## src/rtl/seq_pkg.sv

```systemverilog
// Shared encodings for the sequence generator: the term-mode select and the
// control FSM states.
package seq_pkg;

  typedef enum logic [1:0] {
    MODO_CONST = 2'd0,
    MODO_CONT  = 2'd1,
    MODO_FIB   = 2'd2,
    MODO_POT2  = 2'd3
  } modo_t;

  typedef enum logic [1:0] {
    IDLE = 2'd0,
    RUN  = 2'd1,
    DONE = 2'd2
  } state_t;

endpackage

```

## src/rtl/seq_gen_if.sv

```systemverilog
// Request/stream bundle between seq_gen and its controller/consumer.
// The master side issues runs and consumes terms; seq_gen is the slave.
interface seq_gen_if #(
  parameter int SIZE  = 4,
  parameter int DEPTH = 16
);
  localparam int ADDR_W = $clog2(DEPTH);
  localparam int LEN_W  = $clog2(DEPTH + 1);

  logic              start;
  logic [1:0]        modo;
  logic [LEN_W-1:0]  comprimento;
  logic [SIZE-1:0]   saida;
  logic              saida_valid;
  logic              saida_ready;
  logic [ADDR_W-1:0] address;
  logic              busy;
  logic              done;

  modport master (
    output start, modo, comprimento, saida_ready,
    input  saida, saida_valid, address, busy, done
  );

  modport slave (
    input  start, modo, comprimento, saida_ready,
    output saida, saida_valid, address, busy, done
  );
endinterface

```

## src/rtl/seq_term.sv

```systemverilog
// Combinational next-term logic: given the term at index n and the one before
// it, produce the term at index n+1 (all arithmetic modulo 2^SIZE).
module seq_term
  import seq_pkg::*;
#(
  parameter int SIZE   = 4,
  parameter int ADDR_W = 4
) (
  input  modo_t             modo,
  input  logic [ADDR_W-1:0] n,
  input  logic [SIZE-1:0]   term,
  input  logic [SIZE-1:0]   prev,
  output logic [SIZE-1:0]   next
);

  logic [ADDR_W:0] nn;

  always_comb begin
    nn   = {1'b0, n} + 1'b1;
    next = SIZE'(1);
    case (modo)
      MODO_CONST: next = SIZE'(1);
      MODO_CONT:  next = term + 1'b1;
      MODO_FIB:   next = term + prev;
      // Shifting past the term width yields 0, which is the required value.
      MODO_POT2:  next = SIZE'(1) << nn;
      default:    next = SIZE'(1);
    endcase
  end

endmodule

```

## src/rtl/seq_gen.sv

```systemverilog
// Sequence generator: latches mode/length on start, then streams one term per
// accepted handshake and pulses done once the last term is taken.
module seq_gen
  import seq_pkg::*;
#(
  parameter int SIZE  = 4,
  parameter int DEPTH = 16
) (
  input logic      clk,
  input logic      rst,
  seq_gen_if.slave bus
);

  localparam int ADDR_W = $clog2(DEPTH);
  localparam int LEN_W  = $clog2(DEPTH + 1);

  state_t            state, state_n;
  modo_t             modo_r;
  logic [ADDR_W-1:0] address_r;
  logic [ADDR_W-1:0] last_r;
  logic [ADDR_W-1:0] last_in;
  logic [SIZE-1:0]   term_r;
  logic [SIZE-1:0]   prev_r;
  logic [SIZE-1:0]   next_term;
  logic              hs;
  logic              is_last;

  assign hs      = (state == RUN) && bus.saida_ready;
  assign is_last = (address_r == last_r);

  always_comb begin
    last_in = ADDR_W'(DEPTH - 1);
    if (bus.comprimento != '0 && bus.comprimento <= LEN_W'(DEPTH))
      last_in = ADDR_W'(bus.comprimento - 1'b1);
  end

  seq_term #(
    .SIZE  (SIZE),
    .ADDR_W(ADDR_W)
  ) u_term (
    .modo(modo_r),
    .n   (address_r),
    .term(term_r),
    .prev(prev_r),
    .next(next_term)
  );

  always_ff @(posedge clk) begin
    if (rst) state <= IDLE;
    else     state <= state_n;
  end

  always_comb begin
    state_n = state;
    case (state)
      IDLE:    if (bus.start) state_n = RUN;
      RUN:     if (hs && is_last) state_n = DONE;
      DONE:    state_n = IDLE;
      default: state_n = IDLE;
    endcase
  end

  // Term 0 is 1 in every mode, so a run starts from a constant; clearing prev
  // makes the first Fibonacci step yield F(1)=1.
  always_ff @(posedge clk) begin
    if (rst) begin
      modo_r    <= MODO_CONST;
      last_r    <= '0;
      address_r <= '0;
      term_r    <= '0;
      prev_r    <= '0;
    end else begin
      case (state)
        IDLE: begin
          if (bus.start) begin
            modo_r    <= modo_t'(bus.modo);
            last_r    <= last_in;
            address_r <= '0;
            term_r    <= SIZE'(1);
            prev_r    <= '0;
          end
        end
        RUN: begin
          if (hs && !is_last) begin
            address_r <= address_r + 1'b1;
            term_r    <= next_term;
            prev_r    <= term_r;
          end
        end
        default: ;
      endcase
    end
  end

  assign bus.saida       = term_r;
  assign bus.saida_valid = (state == RUN);
  assign bus.address     = address_r;
  assign bus.busy        = (state == RUN);
  assign bus.done        = (state == DONE);

  a_done_single: assert property (@(posedge clk) disable iff (rst)
    (state == DONE) |=> (state == IDLE));

endmodule
```

## src/flat_wrapper.sv

```systemverilog
// flat-port wrapper written by rule: the top's interface ports become plain ports
module seq_gen_flat import seq_pkg::*;
#(
  parameter int SIZE  = 4,
  parameter int DEPTH = 16
)
  (clk, rst, bus_start, bus_modo, bus_comprimento, bus_saida_ready, bus_saida, bus_saida_valid, bus_address, bus_busy, bus_done);
  seq_gen_if #(.SIZE(SIZE), .DEPTH(DEPTH)) bus_i ();
  input logic clk;
  input logic rst;
  input wire logic [$bits(bus_i.start)-1:0] bus_start;
  input wire logic [$bits(bus_i.modo)-1:0] bus_modo;
  input wire logic [$bits(bus_i.comprimento)-1:0] bus_comprimento;
  input wire logic [$bits(bus_i.saida_ready)-1:0] bus_saida_ready;
  output wire logic [$bits(bus_i.saida)-1:0] bus_saida;
  output wire logic [$bits(bus_i.saida_valid)-1:0] bus_saida_valid;
  output wire logic [$bits(bus_i.address)-1:0] bus_address;
  output wire logic [$bits(bus_i.busy)-1:0] bus_busy;
  output wire logic [$bits(bus_i.done)-1:0] bus_done;
  assign bus_i.start = bus_start;
  assign bus_i.modo = bus_modo;
  assign bus_i.comprimento = bus_comprimento;
  assign bus_i.saida_ready = bus_saida_ready;
  assign bus_saida = bus_i.saida;
  assign bus_saida_valid = bus_i.saida_valid;
  assign bus_address = bus_i.address;
  assign bus_busy = bus_i.busy;
  assign bus_done = bus_i.done;
  seq_gen #(.SIZE(SIZE), .DEPTH(DEPTH)) u_core (.clk(clk), .rst(rst), .bus(bus_i));
endmodule
```

## config.mk

```make
export PLATFORM = sky130hd
export DESIGN_NAME = seq_gen_flat
export DESIGN_NICKNAME = d
export VERILOG_FILES = /design/src/rtl/seq_pkg.sv /design/src/rtl/seq_gen_if.sv /design/src/rtl/seq_term.sv /design/src/rtl/seq_gen.sv /design/src/flat_wrapper.sv
export SDC_FILE = /design/constraint.sdc
export NUM_CORES = 1
export LEC_CHECK = 0
export ABC_AREA = 1
export CORE_UTILIZATION = 40
export CTS_CLUSTER_SIZE = 20
export DETAILED_ROUTE_END_ITERATION = 12
export GPL_TIMING_DRIVEN = 0
export PLACE_DENSITY = 0.72
export RECOVER_POWER = 25
export SETUP_SLACK_MARGIN = 0.02
export SLEW_MARGIN = 0
export SYNTH_ARGS = -nofsm -noshare
export SYNTH_HDL_FRONTEND = slang
export SYNTH_SLANG_ARGS = --single-unit
```

## constraint.sdc

```tcl
create_clock -name clk -period 3.7 [get_ports clk]
set_clock_uncertainty 0.05 [all_clocks]
set_input_delay 0.74 -clock clk [delete_from_list [all_inputs] [get_ports clk]]
set_output_delay 0.74 -clock clk [all_outputs]
set_load 0.005 [all_outputs]
```

## After elaboration in Yosys (flattened, before gate mapping)

Cells that the tools add are included.

- Magnitude comparators: 1
- Muxes and demuxes: 13
- Equal/unequal tests: 9
- Shift operators: 1
- Add/sub/neg operators: 5
- Reductions and logical operators: 12

Operators with widths:

| kind | number |
|---|---|
| 4-bit 2-to-1 mux | 6 |
| 4-bit one-hot mux with 2 select lines | 3 |
| 4-bit one-hot mux with 4 select lines | 1 |
| 4-bit by 1-bit adder with 4-bit output (second input constant) | 2 |
| 2-bit equality test (second input constant) | 3 |
| 4-bit by 1-bit adder with 5-bit output (second input constant) | 1 |
| 5-bit less-or-equal comparator (second input constant) | 1 |
| 5-bit nonzero test | 1 |
| 1-bit by 5-bit << shifter with 4-bit output (first input constant) | 1 |
| 4-bit adder | 1 |
| 2-bit by 1-bit equality test with 1-bit output (second input constant) | 2 |
| 4-bit equality test | 1 |
| 1-bit logical AND | 4 |
| 2-bit zero test | 2 |
| 2-bit 2-to-1 mux | 2 |
| 2-bit by 1-bit != test with 1-bit output (second input constant) | 2 |
| 2-bit one-hot mux with 2 select lines | 1 |
| 2-bit AND reduction | 2 |
| 4-bit by 1-bit subtractor with 4-bit output (second input constant) | 1 |
| 3-bit AND reduction | 1 |
| 2-bit != test (second input constant) | 1 |
| 2-bit nonzero test | 1 |
| 1-bit zero test | 1 |

- Output and inout port bits: 11
- Logic and storage cells: 47
- Register bits after elaboration: 20

## Longest topological paths before layout

- Depth in word-level cells: 5
- Depth in mapped cells: 13
- Gate-level depth less buffers: 13

## Modules after synthesis

From an unflattened synthesis, not the netlist that was laid out.

- Cells, all modules: 220
- Area total of the unflattened synthesis: 1452.6 um2

By module, submodules not included:

| module | area an instance (um2) | cells each | sequential area each (um2) | times used |
|---|---|---|---|---|
| seq_gen | 1103.6 | 157 | 400.4 | 1 |
| seq_term | 349.1 | 63 | 0.0 | 1 |

## Worst setup path after synthesis

No wires, ideal clock.

- Path type: register to register
- Start: register u_core.modo_r[0]
- End: register u_core.term_r[2], in the netlist u_core.bus.saida[2]
- Path slack: 1.971 ns
- Arrival time: 1.563 ns
- Library setup time: 0.116 ns
- Stages on the path, launching flop included: 11
- Path through: dfxtp_1 -> inv_1 -> ha_1 -> nand2_1 -> ha_1 -> fa_1 -> xor2_1 -> nand2_1 -> nand2_1 -> nand2_1 -> a21oi_1

- Word-level cells in the longest chain between the ends: 4

RTL lines:

| what | line | text |
|---|---|---|
| start, declared | seq_gen.sv:18 | `modo_t modo_r;` |
| start signal, assigned | seq_gen.sv:76 | `modo_r <= modo_t'(bus.modo);` |
| 2-bit equality test (tied with other cells) | seq_term.sv:21 | `case (modo)` |
| 4-bit one-hot mux with 4 select lines (*) | seq_term.sv:21 |  |
| 4-bit 2-to-1 mux (*) | seq_gen.sv:84 | `if (hs && !is_last) begin` |
| 4-bit one-hot mux with 2 select lines (*) | seq_gen.sv:73 | `case (state)` |
| end signal, assigned | seq_gen.sv:86 | `term_r <= next_term;` |
| end, declared | seq_gen.sv:22 | `logic [SIZE-1:0] term_r;` |

Mark *: on every way between the ends. The rest lies on a longest branch, timed or not. The select of a mux whose other input is x is not followed.
A chain may end at the register's enable or synchronous reset.

## Worst setup path after layout

- Start: register u_core.state[1]
- End: output bus_saida_valid

- Word-level cells in the longest chain between the ends: 1

RTL lines:

| what | line | text |
|---|---|---|
| start, declared | seq_gen.sv:17 | `state_t state, state_n;` |
| start signal, assigned | seq_gen.sv:50 | `else state <= state_n;` |
| 2-bit by 1-bit equality test with 1-bit output | seq_gen.sv:96 | `assign bus.saida_valid = (state == RUN);` |
| end, declared | flat_wrapper.sv:16 | `output wire logic [$bits(bus_i.saida_valid)-1:0] bus_saida_valid;` |

Every way passes these cells.

==> out/results.tsv <==
metric	value	unit
P_leak	0.7505	nW
Synth async-reset ratio	0	%
CP max stage cell	clkdlybuf4s50_1	
slew margin rel.	69.75	%
drt wl/cell	10.67	µm
Yosys top cell by area	dfxtp_1	
Max-Cap Viols	0	
Post-synth EDFFs	0	
Mapped Area	1310	µm²
Post-synth top cells	nand2_1 (40), inv_1 (29), nor2_1 (24)	
Distinct cells, synth	28	
fin cells	260	
Num Clock Sinks	20	
Bufs on Longest Clock Path	2	
maximum vdd drop	0.2140	mV
hpwl dp	2.053	mm
syn avg cell area	6.859	µm²
Post-Synthesis Cells	191	
largest net degree at the start of global routing	13	
worst-path cell chain	inv_1 > nand2_1 > inv_1 > buf_4 > clkdlybuf4s50_1	
crit-path most repeated cell	inv_1	
Clk pin slew, worst setup/hold paths	130	ps
n_diodes	0	
worst slew pin tran	453.7	ps
Final setup viols	0	
RePlAce Congestion	0.8418	
Synth Register Bits	20	
CP peak stage delay	480	ps
DR iter-0 viols	52	
CTS Buf Count	3	
core footprint	3078	µm²
layout cells sized above 1	9.722	%
H-Tree Level Count	1	
critical path launch point type	flop	
total global-route track usage	18.14	%
die height	59.23	µm
RSZ-0062 raised after global routing	false	
period utilization	67.75	%
PortBufs	21	
Post-Syn Nets	211	
CTS Hold Bufs	0	
Setup CP Type	reg -> out	
Max Slew Vio Count	0	
CTS tree	yes	
Area Growth Syn to Fin	23.69	%
post_cts resized	0	
data arrival time of the worst path	1720	ps
vias in the first global route	1044	
Top delay family on crit path	buffers and inverters	
CP required	2910	ps
Syn. warnings	0	
post-CTS setup buffers	0	
initial antenna violation count	0	
pwr dens	370.3	nW/µm²
vias per cell	4.615	
drt pass-1 iters	4	
final setup TNS	0	ps
Die ar.	3508	µm²
Critical path buffers and inverters	4	
first-pass GRT wire length	4.705	mm
Clk Latency, worst-skew pair	300	ps
Starting Density	42.56	%
Ports	22	
Cells after DPL	256	
Post-synth top flop	dfxtp_1	
clock root buffer	clkbuf_4	
share of the synthesized area in the top cell type	30.56	%
final hold vios	0	
status	completed	
drt drc	0	
crit end category	primary output	
fmax	398.9	MHz
post-route ant nets	0	
DIE WIDTH	59.23	µm
Area contributors post-synth	dfxtp_1 (31%), nand2_1 (11%), inv_1 (8.3%)	
Min-Delay Path Class	reg -> reg	
Overflow after GRT	0	
most frequent cell after synthesis	nand2_1	
row count	20	
Seq/Total Area, Yosys	30.56	%
Tmin final	2507	ps
Vias	1200	
Routed WL	2.773	mm
critical path peak fanout	7	
nets	237	
==> worst register-to-register path: cells and delay by family, from the launching register on <==
kind / cells / cell delay, ps
xor gates and xnor gates: 1 / 140
adders and majority gates: 3 / 870
buffers and inverters: 1 / 110
AOI/OAI and AO/OA: 1 / 120
DFF: 1 / 330
and+or+nand+nor: 4 / 260
==> final cells by class <==
class	instances	area, µm²
buffer	3	16.27
clock buffer	3	22.52
clock inverter	1	30.03
fill	292	1458
inverter	32	125.1
multi-input combinational	136	760.7
sequential	20	400.4
tap	44	55.05
timing repair buffer	21	210.2
==> sequential cells by signal (all words and copies together) (netlist names) <==
signal              cells
u_core.last_r           4
u_core.modo_r           2
u_core.prev_r           4
u_core.state            2
u_core.bus.saida        4
u_core.bus.address      4
==> per-stage QoR <==
stage	utilization, %	worst slack [ps]	total power, mW	cell area, µm²	hold slack [ps]
2_1_floorplan	-	1971	0.3701	1310	411.7
3_3_place_gp	51.18	1427	0.4226	1575	432.9
3_5_place_dp	51.18	1419	0.4241	1575	445.6
4_1_cts	52.89	1123	0.6086	1628	477.0
5_1_grt	52.64	1079	0.6364	1620	492.5
6_report	52.64	1193	0.5999	1620	474.6
==> worst paths after layout <==
| path | cells after the start | from | end | slack, ps |
|---|---|---|---|---|
| setup / recovery | 5 | u_core.state[1] | bus_saida_valid | 1190 |
| hold / removal | 2 | u_core.prev_r[1] | u_core.prev_r[1] | 470 |
| setup reg to reg | 10 | u_core.modo_r[0] | u_core.bus.saida[2] | 1760 |
| hold reg to reg | 2 | u_core.prev_r[1] | u_core.prev_r[1] | 470 |
==> kinds of logic after synthesis <==
logic type / count (synthesis) / synth area share [%]
AOI/OAI and AO/OA: 31 / 12.99
xor gates and xnor gates: 3 / 2.006
buffers and inverters: 35 / 10.79
DFF: 20 / 30.56
and+or+nand+nor: 93 / 34.48
adders and majority gates: 9 / 9.169
==> per-layer routing <==
layer | GRT usage [%] | share of wire, % | vias to the layer above
met5 | 0 | 0 | -
met4 | 7.143 | 0.97 | 0
met3 | 1.965 | 4.4 | 2
met2 | 27.93 | 44 | 28
met1 | 25.81 | 50 | 509
li1 | - | - | 661
==> cell usage in the layout (no fill, tap or decap), types with 3 or more instances in the layout <==
cell type | netlist | layout
nand2_1 | 40 | 40
inv_1 | 29 | 29
nor2_1 | 24 | 25
dfxtp_1 | 20 | 20
clkdlybuf4s50_1 | 0 | 18
nand3_1 | 12 | 12
a21oi_1 | 8 | 8
o21ai_0 | 7 | 8
ha_1 | 8 | 8
o21ai_1 | 8 | 7
nand2_2 | 5 | 5
a31oi_1 | 4 | 4
a22oi_1 | 3 | 3
clkbuf_4 | 0 | 3
dlygate4sd3_1 | 0 | 3
==> report_power, final <==
| part | internal [mW] | leakage [nW] | switching, mW |
|---|---|---|---|
| combinational | 0.0710 | 0.558 | 0.0947 |
| clock | 0.109 | 0.0279 | 0.0719 |
| sequential | 0.234 | 0.165 | 0.0189 |
(Power assumes the default switching activity.)
